<file path="config.mk">
export PLATFORM = sky130hd
export DESIGN_NAME = shift_seq_ctrl
export DESIGN_NICKNAME = d
export VERILOG_FILES = /design/src/rtl/shift_seq_ctrl.sv
export SDC_FILE = /design/constraint.sdc
export NUM_CORES = 1
export LEC_CHECK = 0
export ABC_AREA = 1
export CAP_MARGIN = 25
export CORE_AREA = 5 5 107 109
export CTS_BUF_LIST = sky130_fd_sc_hd__clkbuf_4 sky130_fd_sc_hd__clkbuf_8 sky130_fd_sc_hd__clkbuf_16
export DETAILED_ROUTE_END_ITERATION = 8
export DIE_AREA = 0 0 112 114
export PLACE_DENSITY_LB_ADDON = 0.3
export SLEW_MARGIN = 10
export SYNTH_ARGS = -nofsm -noshare
export SYNTH_HDL_FRONTEND = slang
export SYNTH_SLANG_ARGS = --single-unit
</file>
<file path="constraint.sdc">
create_clock -name clk2 -period 3.35 [get_ports clk2]
set_clock_uncertainty 0.1 [all_clocks]
set_input_delay 0.67 -clock clk2 [delete_from_list [all_inputs] [get_ports clk2]]
set_output_delay 0.67 -clock clk2 [all_outputs]
set_load 0.005 [all_outputs]
</file>
<file path="src/rtl/shift_seq_ctrl.sv">
// Multi-pass sequencer for a 3-bit-amount shift unit: splits a 0..31-bit shift into
// passes of at most MAX_STEP bits, feeding each pass's result into the next.
module shift_seq_ctrl #(
    parameter int WIDTH    = 32,
    parameter int MAX_STEP = 7,
    parameter int SH_LAT   = 2
) (
    input  logic             clk2,
    input  logic             rst2,
    input  logic             req_valid,
    output logic             req_ready,
    input  logic [WIDTH-1:0] req_data,
    input  logic [2:0]       req_op,
    input  logic [4:0]       req_amt,
    output logic             rsp_valid,
    input  logic             rsp_ready,
    output logic [WIDTH-1:0] rsp_data,
    output logic             rsp_carry,
    output logic             rsp_err,
    output logic             busy,
    output logic             en_sh,
    output logic [WIDTH-1:0] sh_in,
    output logic [2:0]       sh_amt,
    output logic [2:0]       sh_op,
    input  logic [WIDTH-1:0] sh_out,
    input  logic             sh_carry
);

    typedef enum logic [1:0] {IDLE, ISSUE, CAPTURE, DONE} state_t;

    localparam logic [4:0] MAX_AMT  = 5'(MAX_STEP);
    localparam logic [7:0] LAT_LAST = 8'(SH_LAT - 1);

    state_t     state;
    logic [4:0] rem;
    logic [7:0] lat;
    logic [4:0] rem_next;
    logic       accept;
    logic       bad_op;

    function automatic logic [2:0] pass_amt(input logic [4:0] r);
        return (r > MAX_AMT) ? MAX_AMT[2:0] : r[2:0];
    endfunction

    // sh_in doubles as the working word and sh_amt as the current pass length
    always_comb begin
        rem_next = rem - {2'b00, sh_amt};
        accept   = req_valid & req_ready;
        bad_op   = req_op[2];
    end

    always_ff @(posedge clk2 or posedge rst2) begin
        if (rst2) begin
            state     <= IDLE;
            rem       <= '0;
            lat       <= '0;
            req_ready <= 1'b0;
            rsp_valid <= 1'b0;
            rsp_data  <= '0;
            rsp_carry <= 1'b0;
            rsp_err   <= 1'b0;
            busy      <= 1'b0;
            en_sh     <= 1'b0;
            sh_in     <= '0;
            sh_amt    <= '0;
            sh_op     <= '0;
        end else begin
            case (state)
                IDLE: begin
                    req_ready <= 1'b1;
                    if (accept) begin
                        req_ready <= 1'b0;
                        busy      <= 1'b1;
                        if (bad_op || req_amt == '0) begin
                            state     <= DONE;
                            rem       <= '0;
                            rsp_valid <= 1'b1;
                            rsp_data  <= req_data;
                            rsp_carry <= 1'b0;
                            rsp_err   <= bad_op;
                        end else begin
                            state  <= ISSUE;
                            rem    <= req_amt;
                            lat    <= '0;
                            en_sh  <= 1'b1;
                            sh_in  <= req_data;
                            sh_amt <= pass_amt(req_amt);
                            sh_op  <= req_op;
                        end
                    end
                end
                ISSUE: begin
                    if (lat == LAT_LAST) begin
                        en_sh <= 1'b0;
                        state <= CAPTURE;
                    end else begin
                        lat <= lat + 8'd1;
                    end
                end
                CAPTURE: begin
                    rem <= rem_next;
                    if (rem_next == '0) begin
                        state     <= DONE;
                        rsp_valid <= 1'b1;
                        rsp_data  <= sh_out;
                        rsp_carry <= sh_carry;
                        rsp_err   <= 1'b0;
                        sh_in     <= '0;
                        sh_amt    <= '0;
                        sh_op     <= '0;
                    end else begin
                        state  <= ISSUE;
                        lat    <= '0;
                        en_sh  <= 1'b1;
                        sh_in  <= sh_out;
                        sh_amt <= pass_amt(rem_next);
                    end
                end
                DONE: begin
                    if (rsp_ready) begin
                        state     <= IDLE;
                        rsp_valid <= 1'b0;
                        rsp_data  <= '0;
                        rsp_carry <= 1'b0;
                        rsp_err   <= 1'b0;
                        busy      <= 1'b0;
                        req_ready <= 1'b1;
                    end
                end
                default: state <= IDLE;
            endcase
        end
    end

endmodule

</file>
# Yosys cells after proc, flatten, opt, wreduce, memory -nomap -nowiden
# Cells that the tools add are included.
[word_totals]
ff_bits = 91
inputBits = 77
out_inout_bits = 76
[classes]
addsub = 2
n_lt_le_gt_ge = 2
eq_ne = 12
muxes = 56
bitwise_logic = 1
reduce_logical = 17
[ops]
columns = ["cell", "count"]
rows = [
  ["two-way mux 32 bit", 7],
  ["case mux 32 bit (3 select lines)", 1],
  ["case mux 32 bit (2 select lines)", 1],
  ["two-way mux 8 bit", 4],
  ["two-way mux 3 bit", 8],
  ["case mux 8 bit (3 select lines)", 1],
  ["two-way mux 1 bit", 17],
  ["inequality test 2 bit (second input constant)", 8],
  ["AND reduction 5 bit", 3],
  ["case mux 1 bit (3 select lines)", 4],
  ["case mux 3 bit (2 select lines)", 2],
  ["> comparator 5 x 3 -> 1 bit (second input constant)", 2],
  ["logical NOT 5 bit", 2],
  ["two-way mux 2 bit", 5],
  ["two-way mux 5 bit", 2],
  ["case mux 5 bit (2 select lines)", 1],
  ["AND reduction 3 bit", 3],
  ["adder 8 x 1 -> 8 bit (second input constant)", 1],
  ["== test 8 x 1 -> 1 bit (second input constant)", 1],
  ["case mux 2 bit (4 select lines)", 1],
  ["nonzero test 3 bit", 2],
  ["subtractor 5 x 3 -> 5 bit", 1],
  ["== test 2 bit (second input constant)", 2],
  ["case mux 1 bit (2 select lines)", 2],
  ["7 further kinds", 9],
]

# Depth between registers and ports, before layout
[logic_depth]
word_depth = 5
depth_mapped = 14
ltp_nobuf = 13

# Worst setup path after synthesis
# Ideal clock, no wire load.
[synth_path]
kind = "register to register"
start = "reg sh_amt[0]"
end = "reg rsp_data[0]"
arrival_time_ns = 1.969
required_ns = 3.185
path_slack_ns = 1.215
path_stages_with_launch = 13
n_path_buf = 2
synth_period_minus_slack_ns = 2.135
path_cell_list = "dfrtp_1 -> ha_1 -> inv_1 -> fa_1 -> inv_1 -> nand2_1 -> nor2_1 -> nand3_4 -> nand2_4 -> buf_6 -> buf_6 -> nand3_1 -> nand2_1"
[synth_via]
elab_chain_len = 4
[synth_rtl]
columns = ["element", "line", "text"]
rows = [
  ["start, declared", "23", "output logic [2:0] sh_amt,"],
  ["start signal, assigned", "87", "sh_amt <= pass_amt(req_amt);"],
  ["start signal, assigned", "116", "sh_amt <= pass_amt(rem_next);"],
  ["subtractor 5 x 3 -> 5 bit", "47", "rem_next = rem - {2'b00, sh_amt};"],
  ["logical NOT 5 bit", "102", "if (rem_next == '0) begin"],
  ["inequality test 2 bit (no source line)", "n/a", ""],
  ["AND reduction 5 bit (no source line)", "n/a", ""],
  ["end signal, assigned", "78", "rsp_data <= req_data;"],
  ["end signal, assigned", "105", "rsp_data <= sh_out;"],
  ["end, declared", "17", "output logic [WIDTH-1:0] rsp_data,"],
]
# No other way between the ends.
# A chain may end at the register's enable or synchronous reset.

# Worst setup path after layout
[layout_path]
start = "reg sh_amt[0]"
end = "reg rsp_data[22]"
# The elaborated chain is that of the path after synthesis.

==> summary.md <==
| Metric | Value |
|---|---|
| Status | finished, final reports clean |
| Hold Path Class | flip-flop to flip-flop |
| Slowest stage delay, CP | ~0.43 ns |
| DR vias/cell | around 5.4 |
| Post-CTS Setup Bufs | 0 |
| Largest net degree at the start of global routing | slightly below 60 |
| Core Area | between 0.01 and 0.015 mm^2 |
| Final nets | 804 |
| Crit path max fanout | 38 |
| Final hold violations | 0 |
| FILL cells | slightly above 900 |
| Top-area cell type share of the netlist area | between 40% and 50% |
| Row cnt | 38 |
| Worst path cell trace | ha_1, inv_1, fa_1, inv_1, nand2_1, nor2_1, nand3_4, nand2_4, nand2_4, nand2_1, nand2_1 |
| Slowest-stage cell, CP | fa_1 |
| Placer Congestion | 0.876 |
| WS Path Type | flip-flop to flip-flop |
| Clock latency on the worst-skew pair | 0.35 ns |
| PostCTS Resize Cnt | 0 |
| Setup TNS | 0 ns |
| Initial Util | 45.5% |
| Number of synthesized register bits | between 90 and 100 |
| Hold Crit Depth | 2 |
| CP dominant cell by count | nand2_1 |
| Hold Path End | rsp_data[17] |
| Leak Pwr | 2.97 nW |
| Die H | around 110 um |
| Vias in the first global route | 4821 |
| CP Data Required Time | between 3 and 4 ns |
| VDD IR max | ~0.00046 V |
| First-pass GRT wire length | 24.0 mm |
| DRC errors left | 0 |
| Syn_nets | between 600 and 700 |
| Post-synth cell types | 33 |
| Clock-pin slew on the worst setup and hold paths | about 0.10 ns |
| Total Wirelength | around 15 mm |
| Endpoints failing setup | 0 |
| R2R setup slack | 0.66 ns |
| DRT Pass-1 Iters | 5 |
| Buffers on Ports | around 150 |
| Root buf cell | clkbuf_8 |
| CP Capture Type | flip-flop |
| Ranking of synthesized cells by area | dfrtp_1, nand2_1, nand3_1, a21oi_1, a22o_1 |
| Post-layout min period | around 2.7 ns |
| Share of layout cells above drive strength 1 | under 10% |
| Mapped Area | roughly 0.0048 mm^2 |
| WL/cell | approximately 17 um |
| Leading area contributor after synthesis | dfrtp_1 |
| Antenna violations before repair | 0 |
| DRT antenna net count | 0 |
| R2R Path Start | sh_amt[0] |
| Slew HR | about three fifths |
| Final count of pins violating max slew | 0 |
| Cell with the most instances after synthesis | nand2_1 |
| Startpoint types | flip-flop |
| Post-Synthesis Cells | just under 600 |
| H-tree levels | 3 |
| Register area share after synthesis | about 48% |
| Unrepaired setup endpoints after global routing | false |
| Synthesis-to-finish area growth | 37.8% |
| Least-Margin Pin Slew | between 0.6 and 0.7 ns |
| GR Util All Layers | approximately 23% |
| Crit path DAT | ~2.8 ns |
| Leading post-synthesis cells by instance count | nand2_1, nand3_1, dfrtp_1, a21oi_1, nor2_1 |
| ANT cells | 0 |
| Clock buffer depth | 2 |
| TritonCTS clock tree | done |
| Top FF cell, synth | dfrtp_1 |
| Clk sinks | ~90 |
| DPL Wire Length | around 10 mm |
| F_max | ~0.37 GHz |
| Vias | ~4700 |
| R2R depth | 11 |
| Tcrit/Tclk final | 80.4% |
| EDFF count, synth | 0 |
| Hold Crit Start | rsp_data[17] |
| Critical path's top delay family | simple AND/OR/NAND/NOR gates |
| Top Ports | 153 |
| TritonCTS Buffers | 9 |
| Ys async rst share | between 90% and 100% |
| WP buf/inv | 2 |
| Gr ovfl total | 0 |
| Total power draw | ~6.2 mW |
| FF-to-FF End | rsp_data[22] |
| Die area | about 0.013 mm^2 |
| Avg Cell Area, Syn | ~8.2 um^2 |
| Max cap viols | 0 |
| Die Width | around 110 um |
| P per Cell Area | between 900 and 1000 mW/mm^2 |
| Ys Warns | 0 |
| Hold Buf Count CTS | 0 |
| Starting DRT DRC Count | approximately 260 |
## layout make-up
class / instances / area, um^2 / area share (%)
clock buffer: 10 / 138 / 2.09
tap: 140 / 175 / 2.66
multi-input combinational: 426 / 2170 / 33.0
sequential: 91 / 2280 / 34.6
timing repair buffer: 161 / 1620 / 24.6
clock inverter: 5 / 85.1 / 1.29
inverter: 32 / 121 / 1.84
## state kept, by name (all words and copies together), names as in the netlist
signal and flops:
busy 1, en_sh 1, lat 8, rem 5
req_ready 1, rsp_carry 1, rsp_data 32, rsp_err 1
rsp_valid 1, sh_amt 3, sh_in 32, sh_op 3
state 2
## power breakdown
part           internal [mW]  switching (mW)
combinational           1.57            1.86
clock                  0.442           0.398
sequential              1.60           0.338
total                   3.61            2.59
## tightest hold or removal path, cell delays in order (launching register included)
cell and delay (ns):
dfrtp_1 0.36, nand2_1 0.06, nand2_1 0.05
## kinds of logic (layout without fill, tap and decap cells)
logic type	after synthesis	count (layout)	synth area share, %
AND/OR/NAND/NOR	299	299	28.1
buffers and inverters	68	208	6.96
XOR/XNOR	2	2	0.366
AO/OA/AOI/OAI	119	119	15.3
flip-flops	91	91	47.6
adder cells (fa/ha/maj)	6	6	1.73
## metrics by stage
stage	hold WS [ns]	worst slack (ns)	cells	area, um^2	utilization [%]
after floorplan	0.342	0.216	585	4780	-
after global placement	0.356	0.617	849	6340	60.3
after detailed placement	0.359	0.571	850	6370	60.6
after CTS	0.383	0.622	865	6590	62.7
after global routing	0.409	0.419	865	6590	62.7
final	0.387	0.657	865	6590	62.7
## per-layer routing
layer,global-route usage [%],vias to the layer above,wire (um)
met3,5.15,22,1030
met4,8.17,0,285
met1,29.8,2247,6140
li1,-,2254,-
met2,39.0,169,7230
met5,0,-,0
## worst max path at each step
| stage | from | end | slack (ns) | cells after the start |
|---|---|---|---|---|
| CTS | sh_amt[0] | rsp_data[5] | 0.62 | 11 |
| detailed placement | req_amt[3] | sh_in[22] | 0.57 | 10 |
| global route | sh_amt[0] | rsp_data[29] | 0.42 | 11 |
| global placement | req_amt[3] | sh_in[24] | 0.62 | 10 |
| finish | sh_amt[0] | rsp_data[22] | 0.66 | 11 |
| floorplan | rst2 | busy | 0.22 | 1 |
## placed cells by master, fill, tap and decap left out, types with 2 or more instances in the layout
cell type,Yosys,final
clkbuf_8,0,10
inv_1,26,25
nor2_1,52,52
inv_6,0,2
ha_1,5,5
inv_2,6,6
nor2_4,2,2
a21oi_1,70,70
o21ai_1,4,4
o21ai_0,5,5
nand3_2,2,2
nand2_4,4,4
nand4_1,6,6
bufinv_16,0,2
nand2_1,132,132
nand3_1,92,92
nor3_1,2,2
nand2_2,2,2
nor2_2,2,2
dfrtp_1,91,91
a22o_1,32,32
buf_4,5,7
clkdlybuf4s50_1,0,152
a31oi_1,5,5
No activity file was read; power rests on OpenSTA's default activity.
